--- config.mk ---
export PLATFORM = sky130hd
export DESIGN_NAME = daq_acq_scheduler
export DESIGN_NICKNAME = d
export VERILOG_FILES = /design/src/rtl/daq_acq_scheduler.sv
export SDC_FILE = /design/constraint.sdc
export NUM_CORES = 1
export LEC_CHECK = 0
export CELL_PAD_IN_SITES_DETAIL_PLACEMENT = 0
export CELL_PAD_IN_SITES_GLOBAL_PLACEMENT = 1
export CORE_ASPECT_RATIO = 2
export CORE_MARGIN = 3
export CORE_UTILIZATION = 40
export DETAILED_ROUTE_END_ITERATION = 10
export MAX_ROUTING_LAYER = met4
export PLACE_DENSITY = 0.74
export REMOVE_ABC_BUFFERS = 1
export SYNTH_ARGS = -nofsm -noshare
export SYNTH_HDL_FRONTEND = slang
export SYNTH_SLANG_ARGS = --single-unit
--- constraint.sdc ---
create_clock -name Clk -period 4.2 [get_ports Clk]
set_input_delay 1.05 -clock Clk [delete_from_list [all_inputs] [get_ports Clk]]
set_output_delay 1.05 -clock Clk [all_outputs]
set_load 0.005 [all_outputs]
--- src/rtl/daq_acq_scheduler.sv ---
`default_nettype none
// ============================================================================
// Module   : daq_acq_scheduler
// Purpose  : Run-level sequencer: arms the acquisition controller, issues
//            AcqStart triggers (internal period or external edge), counts
//            completed acquisitions and reports run completion.
// Revision : 1.0 - initial release
// ============================================================================
module daq_acq_scheduler #(
    parameter int ARM_DELAY = 64,
    parameter int TRIG_W    = 4,
    parameter int STOP_HOLD = 16
) (
    input  logic        Clk,
    input  logic        reset,
    input  logic        StartCmd,
    input  logic        StopCmd,
    input  logic        TrigMode,
    input  logic        ExtTrig,
    input  logic [15:0] TrigPeriod,
    input  logic [15:0] AcqNumber,
    input  logic [15:0] TimeoutCycles,
    input  logic        OnceEnd,
    output logic        ModuleStart,
    output logic        AcqStart,
    output logic        Busy,
    output logic [15:0] AcqDoneCount,
    output logic        AllDone,
    output logic        TimeoutErr
);

    typedef enum logic [2:0] {
        ST_IDLE      = 3'd0,
        ST_ARM       = 3'd1,
        ST_WAIT_TRIG = 3'd2,
        ST_TRIG      = 3'd3,
        ST_WAIT_END  = 3'd4,
        ST_GAP       = 3'd5,
        ST_STOP      = 3'd6,
        ST_DONE      = 3'd7
    } state_t;

    localparam logic [15:0] c_ARM_LAST  = 16'(ARM_DELAY - 1);
    localparam logic [15:0] c_TRIG_LAST = 16'(TRIG_W - 1);
    // STOP lasts STOP_HOLD+1 cycles so AllDone lands STOP_HOLD+1 after the fall
    localparam logic [15:0] c_STOP_LAST = 16'(STOP_HOLD);

    state_t      r_state;
    state_t      w_nextState;
    logic [15:0] r_stateCnt;
    logic [15:0] r_toCnt;

    logic        r_cfgMode;
    logic [15:0] r_cfgPeriodLast;
    logic [15:0] r_cfgNumber;
    logic [15:0] r_cfgTimeout;

    logic        r_extMeta;
    logic        r_extSync;
    logic        r_extPrev;
    logic        r_extEdge;
    logic        r_onceQ;
    logic        r_onceD;
    logic        r_stopPending;

    logic        w_startAcc;
    logic        w_onceRise;
    logic        w_stopReq;
    logic        w_countInc;
    logic [15:0] w_newCount;
    logic        w_timeout;
    logic        w_trigEvent;
    logic        w_running;

    assign w_startAcc  = (r_state == ST_IDLE) && StartCmd && !StopCmd;
    assign w_onceRise  = r_onceQ && !r_onceD;
    assign w_stopReq   = r_stopPending || StopCmd;
    assign w_countInc  = (r_state == ST_WAIT_END) && w_onceRise;
    assign w_newCount  = (AcqDoneCount == 16'hFFFF) ? AcqDoneCount : AcqDoneCount + 16'd1;
    assign w_timeout   = (r_state == ST_WAIT_END) && !w_onceRise &&
                         (r_cfgTimeout != 16'd0) && (r_toCnt >= r_cfgTimeout);
    assign w_trigEvent = r_cfgMode ? r_extEdge : (r_stateCnt == r_cfgPeriodLast);

    always_comb begin
        w_nextState = r_state;
        case (r_state)
            ST_IDLE: begin
                if (w_startAcc) w_nextState = ST_ARM;
            end
            ST_ARM: begin
                if (StopCmd)                        w_nextState = ST_STOP;
                else if (r_stateCnt == c_ARM_LAST)  w_nextState = ST_WAIT_TRIG;
            end
            ST_WAIT_TRIG: begin
                if (StopCmd)          w_nextState = ST_STOP;
                else if (w_trigEvent) w_nextState = ST_TRIG;
            end
            ST_TRIG: begin
                if (r_stateCnt == c_TRIG_LAST) w_nextState = ST_WAIT_END;
            end
            ST_WAIT_END: begin
                if (w_onceRise) begin
                    if (((r_cfgNumber != 16'd0) && (w_newCount == r_cfgNumber)) || w_stopReq)
                        w_nextState = ST_STOP;
                    else
                        w_nextState = ST_GAP;
                end else if (w_timeout) begin
                    w_nextState = ST_STOP;
                end
            end
            ST_GAP: begin
                if (w_stopReq)     w_nextState = ST_STOP;
                else if (!r_onceQ) w_nextState = ST_WAIT_TRIG;
            end
            ST_STOP: begin
                if (r_stateCnt == c_STOP_LAST) w_nextState = ST_DONE;
            end
            ST_DONE: begin
                w_nextState = ST_IDLE;
            end
            default: w_nextState = ST_IDLE;
        endcase
    end

    assign w_running = (w_nextState == ST_ARM) || (w_nextState == ST_WAIT_TRIG) ||
                       (w_nextState == ST_TRIG) || (w_nextState == ST_WAIT_END) ||
                       (w_nextState == ST_GAP);

    always_ff @(posedge Clk) begin
        if (reset) begin
            r_state         <= ST_IDLE;
            r_stateCnt      <= 16'd0;
            r_toCnt         <= 16'd0;
            r_cfgMode       <= 1'b0;
            r_cfgPeriodLast <= 16'd0;
            r_cfgNumber     <= 16'd0;
            r_cfgTimeout    <= 16'd0;
            r_extMeta       <= 1'b0;
            r_extSync       <= 1'b0;
            r_extPrev       <= 1'b0;
            r_extEdge       <= 1'b0;
            r_onceQ         <= 1'b0;
            r_onceD         <= 1'b0;
            r_stopPending   <= 1'b0;
            ModuleStart     <= 1'b0;
            AcqStart        <= 1'b0;
            Busy            <= 1'b0;
            AllDone         <= 1'b0;
            AcqDoneCount    <= 16'd0;
            TimeoutErr      <= 1'b0;
        end else begin
            r_state <= w_nextState;

            if (w_nextState != r_state) r_stateCnt <= 16'd0;
            else                        r_stateCnt <= r_stateCnt + 16'd1;

            // Timeout window opens on TRIG entry and runs through WAIT_END
            if ((w_nextState == ST_TRIG) && (r_state != ST_TRIG)) r_toCnt <= 16'd0;
            else if (r_toCnt != 16'hFFFF)                          r_toCnt <= r_toCnt + 16'd1;

            if (w_startAcc) begin
                r_cfgMode       <= TrigMode;
                r_cfgPeriodLast <= (TrigPeriod == 16'd0) ? 16'd0 : TrigPeriod - 16'd1;
                r_cfgNumber     <= AcqNumber;
                r_cfgTimeout    <= TimeoutCycles;
            end

            r_extMeta <= ExtTrig;
            r_extSync <= r_extMeta;
            r_extPrev <= r_extSync;
            r_extEdge <= r_extSync && !r_extPrev;
            r_onceQ   <= OnceEnd;
            r_onceD   <= r_onceQ;

            if (r_state == ST_IDLE)
                r_stopPending <= 1'b0;
            else if (StopCmd && ((r_state == ST_TRIG) || (r_state == ST_WAIT_END) ||
                                 (r_state == ST_GAP)))
                r_stopPending <= 1'b1;

            if (w_startAcc)      AcqDoneCount <= 16'd0;
            else if (w_countInc) AcqDoneCount <= w_newCount;

            if (w_startAcc)     TimeoutErr <= 1'b0;
            else if (w_timeout) TimeoutErr <= 1'b1;

            ModuleStart <= w_running;
            AcqStart    <= (w_nextState == ST_TRIG);
            Busy        <= (w_nextState != ST_IDLE);
            AllDone     <= (w_nextState == ST_DONE);
        end
    end

endmodule
`default_nettype wire

==> flow_summary.yaml, run 1 <==
synthesis:
  syn-cell-area_um2: 6103
  synth_cells: 775
  netlist.area_leader.share_pct: 36.74
  ys_types: 53
  synth_top_area_cell: "dfxtp_1"
  syn_avg_cell_area_um2: 7.875
  yosysSeqAreaShare_pct: 36.74
  synthArstFlopShare_pct: 0
  ys_seq_elements: 112
  yosysWarnings: 0
  synth_edf_count: 0
  synthFlopType: "dfxtp_1"
  synth.area.top_cells: "dfxtp_1, nand2_1, xnor2_1"
clock_network:
  clock_latency_ns: 0.35
  clock-sinks: 112
  cts_setup_buffers: 0
  ctsHoldBuffers: 0
  clk_pin_slew_worst_paths_ns: 0.08
  ctsResizeCount: 0
  clock_path_buffers: 2
  cts-root-buf: "clkbuf_16"
  cts_buffers: 9
  cts_tree: "done"
  ctsHtreeMaxLevel: 3
critical_path:
  cp-end-kind: "register"
  cp-start-kind: "register"
  r2r_slack_ns: 0.48
  cp_max_fo: 16
  arrival_ns: 3.95
  reg2reg_from: "AcqDoneCount[0]"
  reg2reg_to: "r_stateCnt[6]"
  cp.required_ns: 4.44
  critical_path_class: "register to register"
  reg2regPathDepth: 11
drt:
  drtAntennaViolNets: 0
  routed_wl_mm: 16.85
  viasPerCell: 5.482
  vias: 5619
  wl_per_cell_um: 16.44
  drt_iter0_drc: 180
  drtPass1Iterations: 5
  drc: 0
sta:
  period_minus_slack_ns: 3.719
  tightest_slew_ns: 0.9635
  hold_viol_final: 0
  skew_ns: 0.01472
  maxSlewViolCount: 0
  fin_setup_tns_ns: 0
  rsz0062_at_grt: "no"
  finalSetupViolations: 0
  max-slew-margin-rel_pct: 35.53
  setup_ws_ns: 0.4810
  fmax_mhz: 268.9
  final.period_utilization_pct: 88.55
cells_and_area:
  antenna_cells: 0
  multi_input_area_um2: 3566
  area_delta_synth_final_pct: 18.49
  drive_gt1_share_pct: 3.494
  ff_latch_area_um2: 2242
  num-nets-final: 902
  nFillCells: 1485
place:
  dp_hpwl_mm: 13.30
  place_congestion: 0.9238
  port_buffers: 75
  post-place-ws_ns: 0.4897
global_routing:
  grt-ovfl-total: 0
  grt_pass1_vias: 5655
  grt_pass1_wl_mm: 27.81
  antenna_found_initial: 0
  grt_usage_pct: 21.34
  grt_start_max_net_pins: 49
floorplan:
  die-area_um2: 16870
  core_um2: 14900
  row_count: 63
  die_w_um: 93.35
  pin_count: 76
  start_util_pct: 40.97
  die_y_um: 180.7
power:
  peakVddDrop_uv: 182.9
  p_leak_uw: 0.002512
  power_density_nw_per_um2: 348.4
worst_hold_path:
  hp-class: "register to register"
  hold_path_startpoint: "r_extPrev"
  holdPathEnd: "r_extEdge"
  min_path_cells: 1
status:
  status: "complete, no violations"
job:
  cap_violations: 0
## kinds of logic after synthesis
group / after synthesis / synth area share [%]
AND/OR/NAND/NOR: 349 / 28.23
AO/OA/AOI/OAI: 140 / 13.98
flip-flops: 112 / 36.74
XOR/XNOR: 75 / 10.76
buffers and inverters: 71 / 4.838
adder cells (fa/ha/maj): 21 / 4.305
multiplexers: 7 / 1.148
## per-layer routing
metal  track usage [%]  up-vias  wire, µm
met5                 -        -         0
met4             9.395        0       615
met3             3.083       40       505
met2             41.51      142      9875
met1             19.75     2631      5851
li1                  -     2806         -
## synthesized netlist by cell type (7+ instances only)
cell type	n
a21oi_1	53
and3_1	8
buf_2	8
clkbuf_1	29
dfxtp_1	112
ha_1	21
inv_1	30
mux2i_1	7
nand2_1	116
nand2b_1	10
nand3_1	22
nand4_1	28
nor2_1	74
nor2b_1	11
nor3_1	19
nor4_1	21
o21ai_0	40
or3_1	11
xnor2_1	45
xor2_1	30
## layout by cell type (no fill, tap or decap), types with 21 or more instances in the layout
cell type,count
ha_1,21
nand2_1,116
nand4_1,28
dfxtp_1,112
xnor2_1,45
a21oi_1,53
nand3_1,22
inv_1,30
nor4_1,21
clkdlybuf4s50_1,74
o21ai_0,40
xor2_1,30
nor2_1,74
## how the worst max path moves through the flow
stage	end	cells after the start	start
floorplan	r_stateCnt[10]	10	AcqDoneCount[0]
global placement	r_stateCnt[12]	11	AcqDoneCount[0]
detailed placement	r_stateCnt[8]	11	AcqDoneCount[0]
CTS	r_stateCnt[6]	11	AcqDoneCount[0]
global route	r_stateCnt[8]	11	AcqDoneCount[0]
finish	r_stateCnt[6]	11	AcqDoneCount[0]
## critical path, stage by stage, from the launching register on
cell	delay (ns)
dfxtp_1	0.47
ha_1	0.31
nand4_1	0.47
nor4_4	0.65
o211ai_1	0.16
o41a_1	0.17
nor4b_2	0.28
nand4b_1	0.14
o31a_1	0.38
o311ai_4	0.23
buf_4	0.27
nor2_1	0.08
## stage by stage
stage / area (µm²) / power (µW) / instances / hold slack, ns / utilization (%)
2_1_floorplan: 5921 / 1524 / 734 / 0.3674 / -
3_3_place_gp: 6955 / 1732 / 1010 / 0.3714 / 46.69
3_5_place_dp: 6955 / 1742 / 1010 / 0.3763 / 46.69
4_1_cts: 7232 / 2559 / 1025 / 0.3879 / 48.54
5_1_grt: 7232 / 2674 / 1025 / 0.4086 / 48.54
6_report: 7232 / 2520 / 1025 / 0.3858 / 48.54
## state kept, by name (all words and copies together), names as in the netlist, 3 cells and up
register,cells
r_toCnt,16
AcqDoneCount,16
r_cfgNumber,16
r_cfgTimeout,16
r_state,3
r_stateCnt,16
r_cfgPeriodLast,16
## where the power goes
part	internal, µW	switching (µW)
Clock	409	399
Sequential	1130	75.4
Combinational	229	275
Total	1770	749
## area by class of cell
cell class	count	area share, %
clock inverter	6	0.7093
multi-input combinational	592	49.31
inverter	30	1.557
tap	195	3.374
clock buffer	9	3.114
timing repair buffer	81	10.93
sequential	112	31.00
Note: power is estimated with default switching activity, not from simulation.
==> inputs of run 2 (changes only) <==
- RECOVER_POWER: not set -> 50
==> flow_summary.yaml, run 2 (synthesis gave the netlist of run 1 again) <==
cells_and_area:
  drive_gt1_share_pct: 3.133
  final_cell_mix: "nand2_1, dfxtp_1, nor2_1, clkdlybuf4s50_1, a21oi_1"
  num-nets-final: 902
  area_delta_synth_final_pct: 18.41
  antenna_cells: 0
  layout_commonest_cell: "nand2_1"
  final_util_pct: 48.51
  nFillCells: 1487
sta:
  maxSlewViolCount: 49
  finalSetupViolations: 0
  hold_viol_final: 0
  final.period_utilization_pct: 88.47
  tightest_slew_ns: 2.301
  skew_ns: 0.01432
  period_minus_slack_ns: 3.716
  rsz0062_at_grt: "no"
  fmax_mhz: 269.1
  max-slew-margin-rel_pct: -53.37
  fin_setup_tns_ns: 0
job:
  cap_violations: 1
global_routing:
  grt_pass1_vias: 5655
  antenna_found_initial: 0
  grt-ovfl-total: 0
  grt_start_max_net_pins: 49
  grt_pass1_wl_mm: 27.81
  grt_usage_pct: 21.34
clock_network:
  clock-sinks: 112
  ctsHoldBuffers: 0
  clock_latency_ns: 0.35
  clk_pin_slew_worst_paths_ns: 0.08
  ctsHtreeMaxLevel: 3
  clock_path_buffers: 2
  cts-root-buf: "clkbuf_16"
  ctsResizeCount: 0
  cts_buffers: 9
  cts_tree: "done"
  cts_setup_buffers: 0
critical_path:
  cp-start-kind: "register"
  reg2regPathDepth: 11
  reg2reg_from: "AcqDoneCount[0]"
  cp.required_ns: 4.44
  cp_max_fo: 16
  arrival_ns: 3.96
  cp-end-kind: "register"
  cp-startpoint: "AcqDoneCount[0]"
  critical_path_class: "register to register"
drt:
  drt_iter0_drc: 171
  drc: 0
  drtAntennaViolNets: 0
  viasPerCell: 5.465
  vias: 5602
  drtPass1Iterations: 4
  routed_wl_mm: 16.85
  wl_per_cell_um: 16.44
place:
  port_buffers: 75
  dp_hpwl_mm: 13.30
  place_congestion: 0.9238
power:
  power_density_nw_per_um2: 348.2
  peakVddDrop_uv: 183.0
  p_leak_uw: 0.002571
worst_hold_path:
  min_path_cells: 1
  hold_path_startpoint: "r_extPrev"
  hp-class: "register to register"
status:
  violations: "max-capacitance violations, max-slew violations"
  status: "finished, violations left"
floorplan:
  start_util_pct: 40.97
  core_um2: 14900
  die-area_um2: 16870
  pin_count: 76
  die_y_um: 180.7
  die_w_um: 93.35
  row_count: 63
-- run 2: cell types whose count changed in the layout (fill, tap and decap cells not counted) --
cell             change
buf_4                -1
or2_2                -1
dlygate4sd3_1       +20
or2_0                +1
clkdlybuf4s50_1     -20
buf_2                -1
clkbuf_1             +2
-- run 2: critical path, stage by stage, from the launching register on --
cell	delay [ns]
dfxtp_1	0.47
ha_1	0.31
nand4_1	0.47
nor4_4	0.65
o211ai_1	0.16
o41a_1	0.17
nor4b_2	0.28
nand4b_1	0.14
o31a_1	0.38
o311ai_4	0.23
buf_4	0.27
nor2_1	0.08
-- run 2: path summary, 6_finish.rpt --
path                    to  slack, ns
min reg2reg      r_extEdge       0.39
max reg2reg  r_stateCnt[8]       0.48
min              r_extEdge       0.39
max          r_stateCnt[8]       0.48
-- run 2: per-layer routing --
metal / GRT usage [%] / wire (µm) / vias up
li1: - / - / 2806
met4: 9.395 / 641 / 0
met1: 19.75 / 5844 / 2622
met5: - / 0 / -
met3: 3.083 / 518 / 42
met2: 41.51 / 9845 / 132
-- run 2: area by class of cell --
type | count | area [µm²] | area share (%)
multi-input combinational | 592 | 3566 | 49.34
timing repair buffer | 81 | 785.8 | 10.87
clock buffer | 9 | 225.2 | 3.116
sequential | 112 | 2242 | 31.02
clock inverter | 6 | 51.30 | 0.7098
tap | 195 | 244.0 | 3.376
inverter | 30 | 112.6 | 1.558
-- run 2: report_power, final --
group | leakage [µW] | switching, µW | internal [µW]
sequential | 0.000910 | 74.9 | 1130
clock | 0.000138 | 399 | 409
combinational | 0.00152 | 276 | 226
total | 0.00257 | 749 | 1770
-- run 2: metrics by stage --
step / area [µm²] / setup slack [ns] / std cells / hold slack (ns) / power [µW]
after floorplan: 5921 / 0.9838 / 734 / 0.3674 / 1524
after global placement: 6955 / 0.6436 / 1010 / 0.3714 / 1732
after detailed placement: 6955 / 0.4897 / 1010 / 0.3763 / 1742
after CTS: 7232 / 0.4837 / 1025 / 0.3879 / 2559
after global routing: 7227 / 0.1237 / 1025 / 0.4086 / 2671
final: 7227 / 0.4843 / 1025 / 0.3858 / 2516
==> inputs of run 3 (changes only) <==
- CAP_MARGIN: not set -> 20
==> results of run 3 <==
Same layout as run 2: the final DEF is identical, and so are final timing and power.
